## src/rtl/bcd_convert_ctrl.sv

```systemverilog
// bcd_convert_ctrl: 3-digit BCD to binary converter with hex/octal display formatting.
// Optional leading-digit blanking enabled by defining BCONV_BLANK_EN.
module bcd_convert_ctrl (
    input  logic        clk,
    input  logic        rst_n,
    input  logic        start,
    input  logic        mode,
    input  logic [11:0] bcd_in,
    output logic        busy,
    output logic        done,
    output logic [2:0]  err,
    output logic [9:0]  bin_out,
    output logic [15:0] dig_out,
    output logic [3:0]  digit_off
);

    typedef enum logic [2:0] {
        IDLE,
        CHECK,
        CONV,
        FMT,
        DONE
    } state_t;

    state_t      state;
    logic        start_d;
    logic        mode_q;
    logic [21:0] sr;
    logic [3:0]  cnt;

    logic [2:0]  bad;
    logic [21:0] sh;
    logic [21:0] adj;
    logic [9:0]  bin;
    logic [15:0] dig_fmt;
    logic [3:0]  off_fmt;

    // Digit validity flags of the captured operand
    always_comb begin
        bad[0] = (sr[13:10] > 4'd9);
        bad[1] = (sr[17:14] > 4'd9);
        bad[2] = (sr[21:18] > 4'd9);
    end

    // One reverse double-dabble step: shift right, then fix BCD digits >= 8
    always_comb begin
        sh  = sr >> 1;
        adj = sh;
        if (sh[13:10] >= 4'd8) adj[13:10] = sh[13:10] - 4'd3;
        if (sh[17:14] >= 4'd8) adj[17:14] = sh[17:14] - 4'd3;
        if (sh[21:18] >= 4'd8) adj[21:18] = sh[21:18] - 4'd3;
    end

    // Display nibble formatting and optional leading-zero blanking
    always_comb begin
        bin = sr[9:0];
        if (mode_q) begin
            dig_fmt = {3'b000, bin[9],
                       1'b0, bin[8:6],
                       1'b0, bin[5:3],
                       1'b0, bin[2:0]};
        end else begin
            dig_fmt = {2'b00, bin[9:8], bin[7:4], bin[3:0]};
        end
`ifdef BCONV_BLANK_EN
        off_fmt[0] = 1'b0;
        off_fmt[3] = (dig_fmt[15:12] == 4'd0);
        off_fmt[2] = off_fmt[3] && (dig_fmt[11:8] == 4'd0);
        off_fmt[1] = off_fmt[2] && (dig_fmt[7:4] == 4'd0);
`else
        off_fmt = 4'b0000;
`endif
    end

    // Control FSM with registered outputs
    always_ff @(posedge clk or negedge rst_n) begin
        if (!rst_n) begin
            state     <= IDLE;
            start_d   <= 1'b1;
            mode_q    <= 1'b0;
            sr        <= '0;
            cnt       <= '0;
            busy      <= 1'b0;
            done      <= 1'b0;
            err       <= '0;
            bin_out   <= '0;
            dig_out   <= '0;
            digit_off <= '0;
        end else begin
            start_d <= start;
            unique case (state)
                IDLE: begin
                    done <= 1'b0;
                    if (start && !start_d) begin
                        sr     <= {bcd_in, 10'd0};
                        mode_q <= mode;
                        busy   <= 1'b1;
                        state  <= CHECK;
                    end
                end
                CHECK: begin
                    if (|bad) begin
                        err       <= bad;
                        bin_out   <= '0;
                        dig_out   <= '0;
                        digit_off <= '0;
                        busy      <= 1'b0;
                        done      <= 1'b1;
                        state     <= DONE;
                    end else begin
                        err   <= '0;
                        cnt   <= '0;
                        state <= CONV;
                    end
                end
                CONV: begin
                    sr  <= adj;
                    cnt <= cnt + 4'd1;
                    if (cnt == 4'd9) state <= FMT;
                end
                FMT: begin
                    bin_out   <= bin;
                    dig_out   <= dig_fmt;
                    digit_off <= off_fmt;
                    busy      <= 1'b0;
                    done      <= 1'b1;
                    state     <= DONE;
                end
                DONE: begin
                    done  <= 1'b0;
                    state <= IDLE;
                end
                default: begin
                    busy  <= 1'b0;
                    done  <= 1'b0;
                    state <= IDLE;
                end
            endcase
        end
    end

endmodule

```

## config.mk

```make
export PLATFORM = sky130hd
export DESIGN_NAME = bcd_convert_ctrl
export DESIGN_NICKNAME = d
export VERILOG_FILES = /design/src/rtl/bcd_convert_ctrl.sv
export SDC_FILE = /design/constraint.sdc
export NUM_CORES = 1
export LEC_CHECK = 0
export BUFFER_PORTS_ARGS = -buffer_cell sky130_fd_sc_hd__clkbuf_2
export CAP_MARGIN = 20
export CORE_ASPECT_RATIO = 0.75
export CORE_UTILIZATION = 58
export CTS_CLUSTER_SIZE = 8
export DETAILED_ROUTE_END_ITERATION = 8
export PLACE_DENSITY = 0.83
export SYNTH_ARGS = -nofsm -noshare
export SYNTH_HDL_FRONTEND = slang
export SYNTH_SLANG_ARGS = --single-unit
```

## constraint.sdc

```tcl
create_clock -name clk -period 3.1 [get_ports clk]
set_input_delay 0.155 -clock clk [delete_from_list [all_inputs] [get_ports clk]]
set_output_delay 0.155 -clock clk [all_outputs]
set_load 0.1 [all_outputs]
```

# == After elaboration in Yosys (flattened, before gate mapping) ==
# Cells that the tools add are included.
# op_classes
n_addsub,4
order_cmp,6
eq_ne,9
mux,24
bitwise_logic,2
n_reduce_logical,15
# ops
operator,count
case mux 22 bit (2 select lines),1
case mux 16 bit (2 select lines),1
two-way mux 22 bit,1
two-way mux 4 bit,5
case mux 10 bit (2 select lines),1
two-way mux 16 bit,1
case mux 4 bit (2 select lines),2
two-way mux 13 bit,1
greater-than comparator 4 bit (second input constant),3
two-way mux 3 bit,4
case mux 3 bit (4 select lines),1
AND reduction 2 bit,6
two-way mux 10 bit,1
greater-or-equal comparator 4 bit (second input constant),2
inequality test 2 bit (second input constant),4
subtractor 4 x 2 -> 4 bit (second input constant),2
== test 3 x 2 -> 1 bit (second input constant),2
case mux 1 bit (3 select lines),2
nonzero test 2 bit,3
adder 4 x 1 -> 4 bit (second input constant),1
== test 4 bit (second input constant),1
greater-or-equal comparator 3 x 4 -> 1 bit (second input constant),1
subtractor 3 x 2 -> 4 bit (second input constant),1
== test 3 x 1 -> 1 bit (second input constant),1
9 further kinds,12
# totals
register_bits,66
inputBits,16
out_inout_bits,35
word_cells,71

# == Depth between registers and ports, before layout ==
# Gate-level depths: netlist (run 1).
# depth
ltp_word,4
ltp_mapped,6
mapped_depth_nobuf,4

# == Worst setup path after synthesis (run 1) ==
# OpenSTA, ideal clock, no wires.
# synth_timing
kind,reg2reg
from,reg state[1]
to,reg sr[20]
setup_ns,0.121
arrival_time_ns,1.461
setup_slack_ns,1.519
stages_incl_launch_ff,6
n_path_buf,2
synth_period_minus_slack_ns,1.581
cell_sequence,dfrtp_1 buf_4 nor4_4 buf_6 mux2i_1 o21ai_2
# synth_via
elab_chain_cells,3
# synth_lines
element,line_no,rtl
start: declaration,25,state_t state;
start signal: assignment,78,state <= IDLE;
start signal: assignment,98,state <= CHECK;
start signal: assignment,109,state <= DONE;
== test 3 x 2 -> 1 bit or zero test 3 bit (tied branches),91,unique case (state)
nonzero test 2 bit (no source line) or inequality test 2 bit (tied branches),n/a,
AND reduction 2 bit (no source line),n/a,
end signal: assignment,95,"sr <= {bcd_in, 10'd0};"
end signal: assignment,117,sr <= adj;
end: declaration,28,logic [21:0] sr;
# Several ways; a longest one is shown, not always the timed one.
# A chain may end at the register's enable or synchronous reset.

# == Worst setup path after layout (run 1) ==
# layout_timing
from,reg state[1]
to,reg sr[17]
# Same word-level chain as after synthesis.

==> impl_results.md, run 1 <==
- Routed len/inst: 15.72 um
- Mapped Cells: 238
- Die X-Extent: 78.72 um
- Initial antenna violation count: 0
- Initial DRC count: 166
- Multi-input gate area: 0.001031 mm2
- Relative slew slack: 0.3194
- Vias: around 1900
- Total die area: about 0.0047 mm2
- Layout area overhead: 12.76%
- CTS sink cnt: 55
- Reg area: 0.001378 mm2
- Clk_skew: 0.01004 ns
- Post-synth cell types: between 40 and 50
- Fin crit share: 0.6468
- Final setup viols: 0
- Crit path required time: 3.30 ns
- GRT Total Usage: 0.2510
- CTS tree: built
- Slowest CP cell: nor4_4
- Pwr dens: 1059 mW/mm2
- Antenna diodes: 0
- Final min period: 2.005 ns
- Placer Congestion: 0.8077
- Max VDD drop: about 0.83 mV
- Clk slew on worst S/H paths: 0.09 ns
- Htree depth: 2
- Dpl ws: 1.084 ns
- Clock Latency Late Sink: roughly 0.31 ns
- Core Area: 0.004129 mm2
- Ys flop type: dfrtp_1
- CP endpoint kind: flop
- Slowest stage delay, CP: 0.94 ns
- Slew of the pin with the lowest slew margin: 1.013 ns
- Final Hold Viols: 0
- First-pass GRT wire length: 8583 um
- Buffers & Inverters on Critical Path: 1
- RSZ-0062 raised after global routing: false
- PortBufs: 42
- CTS Buffer Depth: 2
- Layout cells sized above 1: 0.2166
- Drt drc: 0
- Via density: 5.717
- LEAKAGE: 1.398 nW
- Initial core utilization: 0.6200
- Yosys top cell area share: 0.5279
- Area of the mapped netlist: 0.002560 mm2
- Fillcell total: 325
- Post-CTS Setup Inserts: 0
- Crit-path cells: nor4_4 -> inv_1 -> o221a_2
- Final #Nets: 298
- Yosys Warn Count: 0
- Number of max-cap violations: 0
- HPWL Detailed: 3602 um
- Yosys reg bits: 55
- Boundary Pins: 51
- Largest net degree at the start of global routing: 46
- DIE HEIGHT: 59.54 um
- Yosys top cell by area: dfrtp_1
- TritonCTS Buffers: 5
- Worst Slack Setup Final: about 1.1 ns
- Crit start category: flop
- Post-detailed-route count of antenna-violating nets: 0
- Vias in the first global route: 1765
- Max Freq: 498.8 MHz
- Worst hold path class: primary input to flop
- Top cells by area, synth: dfrtp_1 (53%), nand2_1 (5.7%), mux2i_1 (5.1%)
- Syn_area_per_cell: roughly 11 um2
- CP delay by family, top: simple AND/OR/NAND/NOR gates
- Drt total wl: 5220 um
- Clock tree root buffer cell: clkbuf_8
- Max FO, Critical Path: 16
- Grt ovf: 0
- Status: finished, final reports clean
- Ys async rst share: 1.000
- WP data arrival: 2.20 ns
- TNS Setup: 0 ns
- Post-synth EDFFs: 0
- Num rows: 20
- Post-synthesis sequential area ratio: 0.5381
- Crit Path Class: flop to flop
- Fin. max-slew vios: 0
- DRT Pass-1 Iters: 4
## per-stage QoR
step	hold WS (ns)	area (um2)	power [mW]	utilization	cells
finish	0.05855	2887	3.058	0.6991	332
global route	0.06276	2887	3.240	0.6991	332
CTS	0.05271	2856	3.060	0.6918	330
detailed placement	0.2636	2740	2.589	0.6636	321
global placement	0.2567	2740	2.545	0.6636	321
floorplan	-0.1406	2586	2.325	-	245
## worst reg2reg max path: stages (launching register included)
cell	delay, ns
dfrtp_1	0.50
nor4_4	0.94
inv_1	0.15
o221a_2	0.31
## cells in the final DEF, fill, tap and decap left out, types with 2 or more instances in the layout
cell type / netlist / layout
and2_0: 2 / 2
dlygate4sd3_1: 0 / 2
clkbuf_2: 1 / 42
dfrtp_1: 54 / 54
a221o_1: 2 / 2
o221a_2: 2 / 2
xnor2_1: 2 / 2
o21ai_2: 2 / 2
o221ai_1: 2 / 2
clkbuf_1: 2 / 2
mux2i_1: 13 / 13
o2bb2ai_1: 5 / 5
o21bai_1: 2 / 2
a21o_1: 2 / 2
xor2_1: 3 / 3
o21ai_1: 4 / 4
nor3_1: 2 / 2
nor2b_1: 3 / 3
clkbuf_8: 0 / 5
nor2_1: 5 / 5
inv_1: 8 / 8
o21ai_0: 20 / 20
nand2b_1: 2 / 2
conb_1: 1 / 8
a22o_1: 10 / 10
a21oi_1: 5 / 5
nand3_1: 3 / 3
a22oi_1: 2 / 2
nand2_1: 39 / 39
buf_4: 12 / 3
a32o_1: 2 / 2
ha_1: 6 / 6
## worst paths after layout
check	start	slack, ns	cells after the start	end
worst max-delay path	state[1]	1.10	3	sr[17]
worst min-delay path	bcd_in[1]	0.06	3	sr[11]
worst max register to register	state[1]	1.10	3	sr[17]
worst min register to register	err[0]	0.50	2	err[0]
max in group asynchronous	rst_n	2.14	4	sr[15]
min in group asynchronous	rst_n	0.25	2	done
## sequential cells by signal, summed over array words and instances, names as in the netlist, 3 cells and up
| name | cells |
|---|---|
| sr | 22 |
| bin_out | 10 |
| dig_out | 9 |
| cnt | 4 |
| err | 3 |
| state | 3 |
## cell usage after synthesis, types with 3 or more instances
cell type  instances
ha_1               6
inv_1              8
dfrtp_1           54
nor2_1             5
nand3_1            3
nand2_1           39
a22o_1            10
mux2i_1           13
a21oi_1            5
xor2_1             3
o21ai_0           20
o21ai_1            4
buf_4             12
o2bb2ai_1          5
nor2b_1            3
buf_2              7
## layout make-up
| type | instances | share of cell area |
|---|---|---|
| Clock inverter | 1 | 0.01040 |
| Clock buffer | 7 | 0.02644 |
| Multi-Input combinational cell | 158 | 0.3572 |
| Sequential cell | 55 | 0.4772 |
| Tap cell | 55 | 0.02384 |
| Timing Repair Buffer | 48 | 0.09450 |
| Inverter | 8 | 0.01040 |
## report_power, final
part	leakage (nW)	internal [mW]	switching, mW
registers	0.722	0.931	0.259
logic	0.624	0.382	1.02
clock network	0.0524	0.242	0.228
total	1.40	1.56	1.50
## cells by family (layout without fill, tap and decap cells)
group,count (synthesis),after routing,synth area share
buf+inv,32,64,0.07136
simple gates,61,61,0.1114
fa+ha+maj,6,6,0.02932
flops,55,55,0.5381
compound gates,64,64,0.1760
xor+xnor,5,5,0.01711
other cells,1,8,0.001465
mux,14,14,0.05523
## layer usage
| metal | vias to the layer above | global-route usage | wire length (um) |
|---|---|---|---|
| li1 | 892 | - | - |
| met1 | 929 | 0.3782 | 2446 |
| met2 | 73 | 0.3640 | 2397 |
| met3 | 4 | 0.06154 | 357 |
| met4 | 0 | 0.06614 | 19 |
| met5 | - | 0 | 0 |
## timing repair
action / CTS / global route
resized for setup: 0 / 0
hold buffers: 1 / 1
hold endpoints to repair: 1 / 10
(Power assumes the default switching activity.)
==> run 2, diff against run 1 <==
- CORE_UTILIZATION: 58 -> 49
- PLACE_DENSITY: 0.83 -> 0.75
- clock period: 3.1 -> 1.6 ns (I/O delays scaled with it)
==> run 2 against run 1 <==
Compared with the run above: flip-flop and latch count is the same; cell area grew 6.2%; register-to-register slack lost 1.0 ns; first-iteration DRC count shrank 50%; critical path type unchanged; highest routed layer unchanged.
==> impl_results.md, run 2 (synthesis results as in run 1) <==
- Status: finished, final reports clean
- DRT Pass-1 Iters: 4 (unchanged)
- RSZ-0062 raised after global routing: false
- Grt ovf: 0 (unchanged)
- Clock tree root buffer cell: clkbuf_8
- Clock Latency Late Sink: 0.31 ns (about the same)
- Fillcell total: 420 (+29%)
- Final Cell Area: 0.003064 mm2 (+6.2%)
- Fin. max-slew vios: 0 (unchanged)
- LEAKAGE: 1.489 nW (+6.5%)
- Vias in the first global route: 1823 (+3.3%)
- Htree depth: 2 (unchanged)
- Crit start category: flop
- Initial DRC count: 83 (-50%)
- Max VDD drop: 1.065 mV (+28%)
- CP endpoint kind: flop
- # placed instances: 341 (+6.2%)
- Crit path required time: 1.80 ns (-1.50 ns)
- Final min period: 1.548 ns (-0.4573 ns)
- Core Area: 0.004955 mm2 (+20%)
- Reg2reg start: state[2]
- Reg area: 0.001380 mm2 (+0.18%)
- Final #Nets: 316 (+6.0%)
- Layout area overhead: 19.70%
- Max Freq: 646.1 MHz (+30%)
- DIE HEIGHT: 64.60 um (+8.5%)
- Clk_skew: 0.01144 ns (+0.001394 ns)
- PortBufs: 42 (unchanged)
- CTS sink cnt: 55 (unchanged)
- Via density: 5.403 (-5.5%)
- First-pass GRT wire length: 8618 um (+0.41%)
- Number of flip-flops in the largest register: 22 (unchanged)
- Hold EP: sr[12]
- Post-CTS Setup Inserts: 0 (unchanged)
- Slowest CP cell: dfrtp_2
- Clk slew on worst S/H paths: 0.11 ns (+0.02 ns)
- R2R cell count: 5 (+2)
- Vias: 1918 (+1.1%)
- TritonCTS Buffers: 5 (unchanged)
- Worst Slack Setup Final: 0.05227 ns (-1.043 ns)
- Hold path start: bcd_in[2]
- WP data arrival: 1.75 ns (-0.45 ns)
- Tot Pwr: 6.095 mW (+99%)
- Crit Path Class: flop to flop
- Die X-Extent: 85.46 um (+8.6%)
- Top Registers: sr x22, bin_out x10, dig_out x9
- Worst hold path class: primary input to flop
- Initial antenna violation count: 0 (unchanged)
- Drt drc: 0 (unchanged)
- Relative slew slack: 0.6256 (+0.3062)
- Placer Congestion: 0.8020 (-0.71%)
- Top reg by flops: sr
- Num rows: 22 (+10%)
- Worst r2r dst: sr[17]
- Fin crit share: 0.9673 (+0.3206)
- Slew of the pin with the lowest slew margin: 0.5616 ns (-0.4517 ns)
- Placed cell area: 0.002897 mm2 (+5.7%)
- TNS Setup: 0 ns (unchanged)
- Total die area: 0.005520 mm2 (+18%)
- Final setup viols: 0 (unchanged)
- Routed len/inst: 14.07 um (-11%)
- Dpl ws: 0.005738 ns (-1.078 ns)
- Crit-path cells: or3b_4 -> buf_4 -> a21oi_1 -> o21bai_1 -> o221a_2
- Antenna diodes: 0 (unchanged)
- CTS Buffer Depth: 2 (unchanged)
- Final Hold Viols: 0 (unchanged)
- R2r setup slk: 0.05 ns (-1.04 ns)
- Multi-input gate area: 0.001041 mm2 (+0.97%)
- Slowest stage delay, CP: 0.49 ns (-0.45 ns)
- CTS tree: built
- Pwr dens: 1989 mW/mm2 (+88%)
- Boundary Pins: 51 (unchanged)
- Post-detailed-route count of antenna-violating nets: 0 (unchanged)
- Most common cell after layout, fill and taps aside: dfrtp_1
- Commonest cells after routing, fill and taps aside: dfrtp_1 (52), clkbuf_2 (42), nand2_1 (39), o21ai_0 (18), buf_4 (15)
- Largest net degree at the start of global routing: 35 (-24%)
- Worst Hold Depth: 3 (unchanged)
- Initial core utilization: 0.5167 (-0.1033)
- HPWL Detailed: 3585 um (-0.47%)
- Fin cells: 355 (+6.9%)
- Max FO, Critical Path: 15 (-1)
- GRT Total Usage: 0.2002 (-0.05086)
- Number of max-cap violations: 0 (unchanged)
- Drt total wl: 4995 um (-4.3%)
- Layout cells sized above 1: 0.2746 (+0.05797)
run 2: how the worst max path moves through the flow:
stage	slack [ns]	to	start	depth (start not counted)
after global placement	0.09	cnt[3]	state[0]	5
final	0.05	sr[17]	state[2]	5
after global routing	0.005	cnt[3]	state[0]	5
after floorplan	0.02	sr[20]	state[1]	5
after CTS	0.007	sr[17]	state[2]	5
after detailed placement	0.006	cnt[3]	state[0]	5
run 2: per-layer routing:
metal | GRT usage | up-vias | share of wire
met5 | 0 | - | 0
met4 | 0.05208 | 0 | 0.0088
met3 | 0.04459 | 6 | 0.052
met2 | 0.3140 | 61 | 0.43
met1 | 0.2830 | 927 | 0.51
li1 | - | 924 | -
run 2: final cells by class:
class | count | share of cell area
clock inverter | 3 | 0.008575
inverter | 8 | 0.009800
sequential | 55 | 0.4504
clock buffer | 5 | 0.02246
tap | 60 | 0.02450
multi-input combinational | 158 | 0.3397
timing repair buffer | 66 | 0.1445
run 2: worst max-delay path: cells and delay by family (launching register included):
kind | cells | cell delay (ns)
DFF | 1 | 0.49
and+or+nand+nor | 1 | 0.41
AOI/OAI and AO/OA | 3 | 0.35
buffers and inverters | 1 | 0.19
run 2: through the flow:
stage | hold WS, ns | util
after global routing | 0.02348 | 0.6184
final | 0.02680 | 0.6184
after CTS | 0.02012 | 0.6164
after floorplan | -0.2156 | -
after global placement | 0.1007 | 0.5846
after detailed placement | 0.09605 | 0.5846
run 2: where the power goes:
group	total (mW)	internal, mW	switching [mW]
sequential	2.23	1.81	0.420
combinational	3.05	0.957	2.09
clock	0.816	0.323	0.493
total	6.09	3.09	3.01
run 2: timing repair:
item | CTS | global route
cloned | 0 | 0
resized for setup | 1 | 6
hold buffers | 6 | 0
endpoints found under the hold margin | 25 | 0
endpoints found under the setup margin | 1 | 27
==> run 3, diff against run 2 <==
--- a/config.mk
+++ b/config.mk
@@ -9,3 +9,3 @@
 export CAP_MARGIN = 20
-export CORE_ASPECT_RATIO = 0.75
+export CORE_ASPECT_RATIO = 1.75
 export CORE_UTILIZATION = 49
--- a/constraint.sdc
+++ b/constraint.sdc
@@ -3,2 +3,2 @@
 set_output_delay 0.08 -clock clk [all_outputs]
-set_load 0.1 [all_outputs]
+set_load 0.01 [all_outputs]
==> run 3 against run 2 <==
Compared with the run above: maximum frequency grew 1.6%; wire length is 1.7% lower; worst hold slack lost 0.0066 ns; critical endpoint is now sr[13]; non-clock buffer count decreased by 2; power is 19% lower; critical path type unchanged; largest power group is now sequential cells.
==> impl_results.md, run 3 (synthesis results as in run 1) <==
- Grt ovf: 0 (unchanged)
- Max VDD drop: 1.183 mV (+11%)
- LEAKAGE: 1.474 nW (-0.98%)
- Fillcell total: 420 (unchanged)
- Final setup viols: 0 (unchanged)
- Largest net degree at the start of global routing: 36 (+2.9%)
- Total die area: 0.005529 mm2 (+0.16%)
- Clock tree root buffer cell: clkbuf_8
- Multi-input gate area: 0.001031 mm2 (-0.96%)
- Routed len/inst: 14.15 um (+0.56%)
- Top Registers: sr x22, bin_out x10, dig_out x9
- Final min period: 1.524 ns (-0.02422 ns)
- CTS Buffer Depth: 2 (unchanged)
- Drt drc: 0 (unchanged)
- Via density: 5.392 (-0.20%)
- CP endpoint kind: flop
- Relative slew slack: 0.6501 (+0.02454)
- TNS Setup: 0 ns (unchanged)
- Fin. max-slew vios: 0 (unchanged)
- Htree depth: 2 (unchanged)
- Clk_skew: 0.005033 ns (-0.006404 ns)
- Crit start category: flop
- Layout area overhead: 18.33%
- # placed instances: 334 (-2.1%)
- Commonest cells after routing, fill and taps aside: dfrtp_1 (54), clkbuf_2 (42), nand2_1 (39), o21ai_0 (19)
- Initial core utilization: 0.5143 (-0.002338)
- Crit Path Class: flop to flop
- Crit path required time: 1.80 ns (about the same)
- Layout cells sized above 1: 0.2526 (-0.02202)
- PortBufs: 42 (unchanged)
- Die X-Extent: 56.64 um (-34%)
- Vias in the first global route: 1747 (-4.2%)
- Reg area: 0.001378 mm2 (-0.18%)
- Vias: 1871 (-2.5%)
- First-pass GRT wire length: 8231 um (-4.5%)
- WP data arrival: 1.72 ns (-0.03 ns)
- Status: finished, final reports clean
- Post-detailed-route count of antenna-violating nets: 0 (unchanged)
- Pwr dens: 1625 mW/mm2 (-18%)
- Final Hold Viols: 0 (unchanged)
- Number of flip-flops in the largest register: 22 (unchanged)
- RSZ-0062 raised after global routing: false
- CTS sink cnt: 55 (unchanged)
- Final #Nets: 314 (-0.63%)
- Number of max-cap violations: 0 (unchanged)
- Initial antenna violation count: 0 (unchanged)
- GRT Total Usage: 0.1891 (-0.01102)
- CTS tree: built
- Initial DRC count: 39 (-53%)
- Placer Congestion: 0.7612 (-5.1%)
- Num rows: 34 (+55%)
- Boundary Pins: 51 (unchanged)
- Post-CTS Setup Inserts: 0 (unchanged)
- Worst hold path class: primary input to flop
- Tot Pwr: 4.922 mW (-19%)
- Clk slew on worst S/H paths: 0.09 ns (-0.02 ns)
- Drt total wl: 4910 um (-1.7%)
- Most common cell after layout, fill and taps aside: dfrtp_1
- Fin cells: 347 (-2.3%)
- DRT Pass-1 Iters: 4 (unchanged)
- DIE HEIGHT: 97.62 um (+51%)
- Core Area: 0.004977 mm2 (+0.45%)
- Max Freq: 656.4 MHz (+1.6%)
- TritonCTS Buffers: 5 (unchanged)
- Max FO, Critical Path: 14 (-1)
- Slew of the pin with the lowest slew margin: 0.5248 ns (-0.03681 ns)
- Fin crit share: 0.9522 (-0.01514)
- Top reg by flops: sr
- Clock Latency Late Sink: 0.30 ns (about the same)
- HPWL Detailed: 3715 um (+3.6%)
- Antenna diodes: 0 (unchanged)
-- run 3: per-stage QoR --
stage	area [um2]	hold WS, ns	setup WS, ns	utilization
5_1_grt	3029	0.01424	0.02004	0.6086
3_5_place_dp	2894	0.08695	0.06209	0.5814
3_3_place_gp	2894	0.07732	0.1125	0.5814
4_1_cts	3029	0.01278	0.04238	0.6086
6_report	3029	0.02025	0.07648	0.6086
2_1_floorplan	2586	-0.2156	0.01875	-
-- run 3: worst paths after layout --
path,start,to,slack [ns],depth (start not counted)
worst max-delay path,state[0],sr[13],0.08,5
worst min-delay path,bcd_in[2],sr[12],0.02,3
worst max register to register,state[0],sr[13],0.08,5
worst min register to register,bin_out[9],bin_out[9],0.50,1
max in group asynchronous,rst_n,cnt[3],0.77,3
min in group asynchronous,rst_n,dig_out[10],0.27,2
-- run 3: cell type report --
class                   instances  area share
clock buffers                   6     0.02396
clock inverters                 2    0.004131
well taps                      54     0.02230
flip-flops and latches         55      0.4548
inverters                       8    0.009913
repair buffers                 64      0.1446
multi-input cells             158      0.3404
-- run 3: worst max-delay path: stages (launching register included) --
cell and delay [ns]:
dfrtp_1 0.45, or3b_1 0.43, buf_4 0.20, a21oi_1 0.13, o21bai_1 0.08, o221a_2 0.12
-- run 3: where the power goes --
part	total [mW]	internal [mW]	switching [mW]
sequential	2.23	1.81	0.423
combinational	1.96	0.971	0.989
clock	0.733	0.307	0.426
-- run 3: what timing repair did --
action                                  in CTS  in global routing
resized for setup                            0                  1
hold endpoints to repair                    23                  0
hold buffers                                 5                  0
endpoints found under the setup margin       0                 12
-- run 3: per-layer routing --
metal / wire [um] / track usage / up-vias
met5: 0 / 0 / -
met4: 54 / 0.05066 / 0
met3: 114 / 0.03196 / 4
met2: 2712 / 0.3303 / 32
met1: 2029 / 0.2375 / 914
li1: - / - / 921
